[src/rtl/dshot_frame_rx.sv]
// dshot_frame_rx: DShot bit receiver; classifies pulses by high time, assembles 16-bit frames, checks CRC.
// Ports: clk/rst_n (async active-low); dshotPin raw line in; frameData/throttle/telem/outputSpeed hold
// the last CRC-valid frame; frameValid/crcErr/bitErr are mutually exclusive one-cycle pulses.
module dshot_frame_rx #(
  parameter int CLK_HZ = 16000000,
  parameter int BAUD   = 150000
) (
  input  logic        clk,
  input  logic        rst_n,
  input  logic        dshotPin,
  output logic [15:0] frameData,
  output logic [10:0] throttle,
  output logic        telem,
  output logic [7:0]  outputSpeed,
  output logic        frameValid,
  output logic        crcErr,
  output logic        bitErr
);
  localparam int BC = CLK_HZ / BAUD;
  localparam logic [15:0] BIT_CYC  = 16'(BC);
  localparam logic [15:0] THRESH   = 16'(BC * 9 / 16);
  localparam logic [15:0] MIN_HIGH = 16'(BC / 8);
  localparam logic [15:0] TIMEOUT  = 16'(2 * BC);
  typedef enum logic [1:0] {IDLE, HIGH, LOW, CHECK} state_t;
  state_t state, state_d;
  logic s1, s, prev, rise, fall, crc_ok;
  logic valid_d, crc_err_d, bit_err_d;
  logic [15:0] cnt, cnt_d, cnt_inc, shift, shift_d;
  logic [4:0] bit_idx, bit_idx_d;
  logic [10:0] thr, diff;
  logic [7:0] speed;
  assign rise = s & ~prev;
  assign fall = ~s & prev;
  assign cnt_inc = &cnt ? cnt : cnt + 16'd1;
  assign crc_ok = (shift[15:12] ^ shift[11:8] ^ shift[7:4]) == shift[3:0];
  assign thr = shift[15:5];
  assign diff = thr - 11'd48;
  assign speed = thr < 11'd48 ? 8'd0 : diff[10:3];
  assign throttle = frameData[15:5];
  assign telem = frameData[4];
  // The edge-detect cycle is itself the first high cycle, so cnt equals the
  // high time in cycles when the falling edge is seen.
  always_comb begin
    state_d = state;
    cnt_d = cnt_inc;
    shift_d = shift;
    bit_idx_d = bit_idx;
    valid_d = 1'b0;
    crc_err_d = 1'b0;
    bit_err_d = 1'b0;
    case (state)
      IDLE: begin
        cnt_d = rise ? 16'd1 : cnt;
        state_d = rise ? HIGH : IDLE;
      end
      HIGH: begin
        if (fall && cnt < MIN_HIGH) begin
          bit_err_d = 1'b1;
          bit_idx_d = 5'd0;
          state_d = IDLE;
        end else if (fall) begin
          shift_d = {shift[14:0], cnt >= THRESH};
          bit_idx_d = bit_idx + 5'd1;
          cnt_d = 16'd0;
          state_d = bit_idx == 5'd15 ? CHECK : LOW;
        end else if (cnt >= BIT_CYC) begin
          bit_err_d = 1'b1;
          bit_idx_d = 5'd0;
          state_d = IDLE;
        end
      end
      LOW: begin
        if (rise) begin
          cnt_d = 16'd1;
          state_d = HIGH;
        end else if (cnt >= TIMEOUT) begin
          bit_err_d = 1'b1;
          bit_idx_d = 5'd0;
          state_d = IDLE;
        end
      end
      default: begin
        valid_d = crc_ok;
        crc_err_d = ~crc_ok;
        bit_idx_d = 5'd0;
        cnt_d = s ? 16'd1 : 16'd0;
        state_d = s ? HIGH : IDLE;
      end
    endcase
  end
  always_ff @(posedge clk or negedge rst_n) begin
    if (!rst_n) begin
      s1 <= 1'b0;
      s <= 1'b0;
      prev <= 1'b0;
      state <= IDLE;
      cnt <= 16'd0;
      shift <= 16'd0;
      bit_idx <= 5'd0;
      frameData <= 16'd0;
      outputSpeed <= 8'd0;
      frameValid <= 1'b0;
      crcErr <= 1'b0;
      bitErr <= 1'b0;
    end else begin
      s1 <= dshotPin;
      s <= s1;
      prev <= s;
      state <= state_d;
      cnt <= cnt_d;
      shift <= shift_d;
      bit_idx <= bit_idx_d;
      frameValid <= valid_d;
      crcErr <= crc_err_d;
      bitErr <= bit_err_d;
      if (valid_d) begin
        frameData <= shift;
        outputSpeed <= speed;
      end
    end
  end
endmodule

[config.mk]
export PLATFORM = sky130hd
export DESIGN_NAME = dshot_frame_rx
export DESIGN_NICKNAME = d
export VERILOG_FILES = /design/src/rtl/dshot_frame_rx.sv
export SDC_FILE = /design/constraint.sdc
export NUM_CORES = 1
export LEC_CHECK = 0
export CORE_AREA = 5 5 97 144
export CTS_CLUSTER_DIAMETER = 150
export DETAILED_ROUTE_END_ITERATION = 7
export DIE_AREA = 0 0 102 149
export PLACE_DENSITY = 0.47
export REMOVE_ABC_BUFFERS = 1
export SLEW_MARGIN = 20
export SYNTH_ARGS = -nofsm -noshare
export SYNTH_HDL_FRONTEND = slang
export SYNTH_SLANG_ARGS = --single-unit
[constraint.sdc]
create_clock -name clk -period 4.7 [get_ports clk]
set_input_delay 0.94 -clock clk [delete_from_list [all_inputs] [get_ports clk]]
set_output_delay 0.94 -clock clk [all_outputs]
set_load 0.03 [all_outputs]
### Word level (Yosys, flattened, before mapping)

Cells that the tools add are included.

* register bits after elaboration: 69
* output and inout port bits: 39
* logic and storage cells: 76
* input port bits: 3

* muxes and demuxes: 31
* bitwise gates (word level): 9
* $lt $le $gt $ge: 5
* $add $sub $neg: 3
* equal/unequal tests: 9
* reductions and logical operators: 7

Operators by type and width (number)
* 16-bit 2-to-1 mux: 5
* 16-bit case mux with 3 select lines: 1
* 5-bit 2-to-1 mux: 5
* 16-bit by 1-bit adder with 16-bit output (second input constant): 1
* 16-bit by 6-bit greater-or-equal comparator with 1-bit output (second input constant): 1
* 16-bit by 7-bit greater-or-equal comparator with 1-bit output (second input constant): 1
* 16-bit by 8-bit greater-or-equal comparator with 1-bit output (second input constant): 1
* 16-bit by 4-bit < comparator with 1-bit output (second input constant): 1
* 16-bit AND reduction: 1
* 5-bit case mux with 3 select lines: 1
* 11-bit by 6-bit < comparator with 1-bit output (second input constant): 1
* 1-bit 2-to-1 mux: 11
* 11-bit by 6-bit subtractor with 11-bit output (second input constant): 1
* 2-bit 2-to-1 mux: 5
* 8-bit 2-to-1 mux: 1
* 4-bit bitwise XOR: 2
* 2-bit inequality test (second input constant): 3
* 2-bit case mux with 3 select lines: 1
* 5-bit by 1-bit adder with 5-bit output (second input constant): 1
* 5-bit by 4-bit == test with 1-bit output (second input constant): 1
* 1-bit inverter: 5
* 4-bit == test: 1
* 4-bit inequality test (second input constant): 1
* 4-bit AND reduction: 1
* other kinds (10): 11

### Logic depth before layout (Yosys ltp)

Gate-level depths: netlist of the first run.

* word-level depth: 5
* depth in mapped cells: 8
* gate-level depth less buffers: 8

### Least setup slack after synthesis of the first run

No wires, ideal clock.

* path type: register to register
* from: reg state[0]
* to: reg cnt[4]
* data required time: 4.614 ns
* setup slack: 2.663 ns
* data arrival time: 1.951 ns
* cell stages (with the launch flop): 9
* setup time: 0.086 ns
* period minus slack after synthesis: 2.037 ns
* buffers on the path: 1
* cells stage by stage: dfrtp_1 > inv_1 > ha_1 > clkbuf_1 > inv_1 > a21oi_1 > or4b_2 > xor2_1 > nor3_1

* cells in the longest elaborated chain, start to end: 2
* elaborated cells on any way between the ends: 5
* those cells by class: eq/ne (3); mux (1); reduce/logical (1)

Ends and longest elaborated chain
* start: declaration: RTL line 25 `state_t state, state_d;`
* start signal: assignment: RTL line 109 `state <= state_d;`
* 2-bit == test (tied with other cells): RTL line 51 `case (state)`
* 16-bit case mux with 3 select lines or 2-bit inequality test (tied branches)
* end signal: assignment: RTL line 110 `cnt <= cnt_d;`
* end: declaration: RTL line 28 `logic [15:0] cnt, cnt_d, cnt_inc, shift, shift_d;`

Several ways; a longest one is shown, not always the timed one.
A chain may end at the register's enable or synchronous reset.

### Worst setup path after layout of the first run

* from: reg frameData[7]
* to: out frameData[7]

RTL lines
* start: declaration: RTL line 11 `output logic [15:0] frameData,`
* start signal: assignment: RTL line 117 `frameData <= shift;`

No word-level cell between the ends.

==> flow_summary.ini, run 1 <==
[floorplanning]
die_x_um = 102
boundaryPins = 42
die_area_mm2 = 0.01520
fp.dieH_um = 149
coreArea_mm2 = 0.01245
start_util_pct = 29.36
rows = 50

[placement]
dp.cells = 494
numPortBuffers = 41
dpl_cell_area_mm2 = 0.004078
dp_hpwl_um = 5554
gp_congestion = 0.7691

[timing]
fin_skew_ns = 0.008695
worstMarginPinSlew_ns = 0.7998
period_share_pct = 49.68
hold_viol_final = 0
rsz0062_at_grt = no
fin_tns_setup_ns = 0
layout_min_cycle_time_ns = 2.335
holdWs_ns = 0.3517
slew_headroom_pct = 46.27
max_freq_mhz = 428.3
setup_violations = 0
drv_slew = 0

[detailed_routing]
routed_wl_um = 7927
num_vias = 2507
ant_nets = 0
drtIter0Drc = 86
drc = 0
drt_pass1_iterations = 4
via_per_inst = 4.916
wl_per_cell_um = 15.54

[worst_setup_path]
critPathRequiredTime_ns = 3.76
critPathSlowestCell = clkdlybuf4s50_1
crit_path_end_kind = output port
path_max_fanout = 3
r2r_cells = 6
critical_path.cell_chain = clkdlybuf4s50_1
max_stage_delay_ns = 0.69
reg2reg_from = cnt[1]
rrSetupSlack_ns = 2.39
critPathTopFamily = buffers and inverters
path_buf_inv = 1
r2r-end = cnt[9]
worstSetupStartpointType = register
cp.arrival_ns = 1.39
crit_type = reg2out
crit_path_end = frameData[7]
crit_start = frameData[7]
path_depth = 1

[yosys]
synth_edf_count = 0
synth_cell_types = 53
async_flop_share_pct = 100.0
postSynthCellCount = 323
synth.area.top_cells = dfrtp_1 47%, mux2_2 13%, ha_1 3.8%, xnor2_1 3.6%, xor2_1 3.6%
yosysWarnings = 0
yosysSeqAreaShare_pct = 47.24
synth_area_mm2 = 0.003655
synth_top_area_cell = dfrtp_1
netlist.area_leader.share_pct = 47.24
synth_flop_cell = dfrtp_1
ys_ff_latch = 69
synth.avg_cell_area_um2 = 11.32

[cts]
cts_tree = built
clock_path_buffers = 2
cts_buffers = 9
htreeDepth = 3
cts.clk_slew.worst_paths_ns = 0.06
clk-insertion-delay-late_ns = 0.33
postCtsSetupBuffers = 0
clock-sinks = 69
ctsResizeCount = 0
root_buffer = clkbuf_16
cts-hold-fix-buffers = 0

[final_layout]
fin_area_mm2 = 0.004397
syn_to_final_growth_pct = 20.30
final_cells = 510
layout.nets = 363
n_antenna_cell = 0
final_layout_size_suffix_gt1_share_pct = 19.77

[power]
seq_power_share_pct = 44.1
comb_power_share_pct = 6.3
p_total_mw = 1.415
cell_internal_pwr_mw = 1.080
swShare_pct = 23.68
p_sw_uw = 335.0
ir_worst_vdd_mv = 0.1943
p_clk_share_pct = 49.6
power_density_mw_per_mm2 = 321.8
leakagePower_nw = 1.949

[global_route]
grt_pass1_vias = 2691
grt_pass1_wl_um = 13680
gr-total-overflow = 0
antenna_found_initial = 0
grt_max_degree = 38
track_usage_pct = 11.36

[run]
drv_cap = 0

[min_path]
hp-class = reg2reg

[outcome]
outcome = complete, no violations
[metrics by stage]
| stage | worst slack [ns] | utilization (%) |
|---|---|---|
| 2_1_floorplan | 2.285 | - |
| 3_3_place_gp | 2.308 | 32.75 |
| 3_5_place_dp | 2.284 | 32.75 |
| 4_1_cts | 2.267 | 35.26 |
| 5_1_grt | 2.261 | 35.32 |
| 6_report | 2.365 | 35.32 |
[area by class of cell]
cell class | instances | area, um2
inverters | 15 | 56.30
clock buffers | 12 | 256.5
fillers | 1240 | 8053
repair buffers | 42 | 412.9
multi-input cells | 212 | 1694
flip-flops and latches | 69 | 1727
clock inverters | 4 | 55.05
well taps | 156 | 195.2
[placed cells by master, fill, tap and decap left out, drive strengths merged, types with 2 or more instances in the layout]
master         Yosys  layout
dfrtp             69      69
mux2              41      41
clkdlybuf4s50      0      40
nor3              25      25
inv               15      16
nand2             16      16
xor2              15      15
xnor2             15      15
nor2              15      15
clkbuf             3      12
ha                11      11
nand3              7       7
nand4              7       7
nor4               6       6
a211oi             4       4
o21ai              4       4
a21oi              4       4
nor2b              3       3
a21boi             3       3
o41ai              3       3
o211ai             2       2
a31oi              2       2
o2bb2ai            2       2
and3               2       2
and2               2       2
mux2i              2       2
or4                2       2
o311ai             2       2
buf               24       2
[how the worst min path moves through the flow]
stage,startpoint,to,slack (ns),cells after the start
6_report,s1,s,0.35,0
3_5_place_dp,s1,s,0.34,0
5_1_grt,s1,s,0.36,0
2_1_floorplan,s1,s,0.33,0
3_3_place_gp,s1,s,0.34,0
4_1_cts,s1,s,0.35,0
[cells by family (layout without fill, tap and decap cells)]
group / count (synthesis) / in the layout / synth area share (%)
XOR/XNOR: 30 / 30 / 7.190
flip-flops: 69 / 69 / 47.24
multiplexers: 43 / 43 / 13.18
buffers and inverters: 42 / 73 / 6.710
AO/OA/AOI/OAI: 37 / 37 / 8.457
AND/OR/NAND/NOR: 91 / 91 / 13.45
adder cells (fa/ha/maj): 11 / 11 / 3.766
[synthesized netlist by cell type, types with 3 or more instances]
cell      instances
xnor2_1          15
nor2b_1           3
o21ai_0           4
ha_1             11
a211oi_1          4
nand2_1          15
inv_1            15
buf_4            13
a21oi_1           4
nor4_1            3
xor2_1           15
nand3_1           7
mux2_2           41
nor2_1           14
nand4_1           7
buf_6             4
buf_2             7
nor3_1           25
dfrtp_1          69
nor4_2            3
clkbuf_1          3
[power by group through the flow]
stage	clock (mW)	combinational [mW]	sequential, mW
5_1_grt	0.751	0.102	0.626
2_1_floorplan	0	0.0581	0.629
3_3_place_gp	0	0.0896	0.634
6_report	0.702	0.0887	0.624
3_5_place_dp	0	0.0913	0.634
4_1_cts	0.727	0.0916	0.624
[sequential cells by signal (all words and copies together) (netlist names)]
signal and count:
bit_idx 5, frameValid 1, cnt 16, prev 1, shift 16, frameData 16
s 1, s1 1, crcErr 1, outputSpeed 8, state 2, bitErr 1
[routing by layer]
| metal | part of all wire [%] | GRT usage (%) | up-vias |
|---|---|---|---|
| li1 | - | - | 1186 |
| met1 | 45 | 14.26 | 1230 |
| met2 | 49 | 17.87 | 71 |
| met3 | 3.8 | 2.714 | 20 |
| met4 | 3.0 | 5.975 | 0 |
| met5 | 0 | 0 | - |
Note: power is estimated with default switching activity, not from simulation.
==> inputs of run 2 (changes only) <==
==> constraint.sdc (replaced) <==
create_clock -name clk -period 2.3 [get_ports clk]
set_input_delay 0.46 -clock clk [delete_from_list [all_inputs] [get_ports clk]]
set_output_delay 0.46 -clock clk [all_outputs]
set_load 0.03 [all_outputs]
==> run 2 against run 1 <==
Net effect:
- die area did not move
- design area rose by 2.8%
- sequential power rose by 100%
- clock-buffer cell count fell by 2
- highest routed layer unchanged
- critical endpoint is now shift[13]
- critical path depth rose by 5
- core utilization rose by 0.97 points
- total power rose by 100%
- largest cell class unchanged
- non-clock buffer count rose by 16
- largest power group unchanged
- combinational power rose by 120%
==> flow_summary.ini, run 2 (synthesis gave the netlist of run 1 again) <==
[placement]
numPortBuffers = 41
dp.cells = 510
gp_congestion = 0.8371
post-place-ws_ns = 0.1589
dp_hpwl_um = 6013

[worst_setup_path]
crit_start = cnt[0]
path_max_fanout = 13
critPathRequiredTime_ns = 2.52
worstSetupStartpointType = register
crit_type = reg2reg
crit_path_end_kind = register
r2r_cells = 6
cp.arrival_ns = 2.36
reg2reg_from = cnt[0]

[final_layout]
reg_top3 = cnt x16, frameData x16, shift x16
final_cell_mix = 69 x dfrtp_1, 41 x mux2_2, 40 x clkdlybuf4s50_1
final_layout_size_suffix_gt1_share_pct = 23.51
fill_cells = 1239
final_common_cell = dfrtp_1
n_antenna_cell = 0
syn_to_final_growth_pct = 23.62
layout.nets = 379
final_cells = 526

[timing]
max_freq_mhz = 466.4
setup_slack_ns = 0.1559
layout_min_cycle_time_ns = 2.144
setup_violations = 0
hold_viol_final = 0
fin_skew_ns = 0.008021
worstMarginPinSlew_ns = 0.5680
period_share_pct = 93.22
drv_slew = 0
rsz0062_at_grt = no
slew_headroom_pct = 62.13

[detailed_routing]
routed_wl_um = 8277
wl_per_cell_um = 15.74
drt_pass1_iterations = 4
ant_nets = 0
drtIter0Drc = 47
via_per_inst = 4.827
drc = 0
num_vias = 2539

[global_route]
track_usage_pct = 11.61
gr-total-overflow = 0
grt_pass1_vias = 2686
grt_max_degree = 70
antenna_found_initial = 0
grt_most_used_layer = met2
global_route.usage.met1_pct = 13.68
met2_usage_pct = 19.82
grt_pass1_wl_um = 13790
met3_usage_pct = 3.416

[cts]
cts-hold-fix-buffers = 0
cts_tree = built
ctsResizeCount = 0
htreeDepth = 3
cts_buffers = 9
clock-sinks = 69
cts.clk_slew.worst_paths_ns = 0.06
clock_path_buffers = 2
postCtsSetupBuffers = 0
root_buffer = clkbuf_16
clk-insertion-delay-late_ns = 0.34

[power]
p_total_mw = 2.891
ir_worst_vdd_mv = 0.3377
power_density_mw_per_mm2 = 639.8
leakagePower_nw = 2.032

[floorplanning]
rows = 50
die_area_mm2 = 0.01520
coreArea_mm2 = 0.01245
die_x_um = 102
start_util_pct = 29.36
boundaryPins = 42
fp.dieH_um = 149

[outcome]
outcome = complete, no violations

[min_path]
hp-class = in2async

[run]
drv_cap = 0
run 2: area by class of cell:
class	count	area [um2]	area share, %
inverter	15	56.30	1.246
clock inverter	6	68.82	1.523
clock buffer	10	239.0	5.289
sequential	69	1727	38.22
multi-input combinational	212	1687	37.33
timing repair buffer	58	545.5	12.07
tap	156	195.2	4.320
run 2: path summary, 6_finish.rpt:
kind / endpoint / slack (ns)
min reg2reg: s / 0.35
max: shift[13] / 0.16
min: cnt[15] / 0.14
max reg2reg: shift[13] / 0.16
min in group clk: s / 0.35
max in group asynchronous: bit_idx[1] / 1.86
run 2: routing by layer:
metal	part of all wire [%]	vias to the layer above	wire length, um
met5	0	-	0
met4	2.0	0	163
met3	3.3	11	270
met2	53	44	4372
met1	42	1269	3471
li1	-	1215	-
run 2: worst max-delay path, cell delays in order (launching register included):
cell,delay (ns)
dfrtp_1,0.40
inv_1,0.10
ha_1,0.20
o21a_1,0.22
a21oi_2,0.42
buf_4,0.32
mux2_2,0.36
run 2: power by group:
part           total (mW)  switching (mW)  internal, mW
clock                1.42           0.547         0.876
sequential           1.27          0.0361          1.24
combinational       0.195           0.118        0.0769
run 2: metrics by stage:
stage	TNS (ns)	hold WS (ns)	util, %	cell area, um2
detailed placement	0	0.3362	33.82	4210
finish	0	0.1448	36.29	4518
floorplan	-1.748	0.1644	-	3466
global placement	0	0.3371	33.82	4210
CTS	0	0.1553	36.29	4518
global route	0	0.1688	36.29	4518
==> inputs of run 3 (changes only) <==
--- a/config.mk
+++ b/config.mk
@@ -6,7 +6,6 @@
 export NUM_CORES = 1
 export LEC_CHECK = 0
 export CORE_AREA = 5 5 97 144
-export CTS_CLUSTER_DIAMETER = 150
 export DETAILED_ROUTE_END_ITERATION = 7
 export DIE_AREA = 0 0 102 149
 export PLACE_DENSITY = 0.47
==> results of run 3 <==
Same layout as run 2: the final DEF is identical, and so are final timing and power.
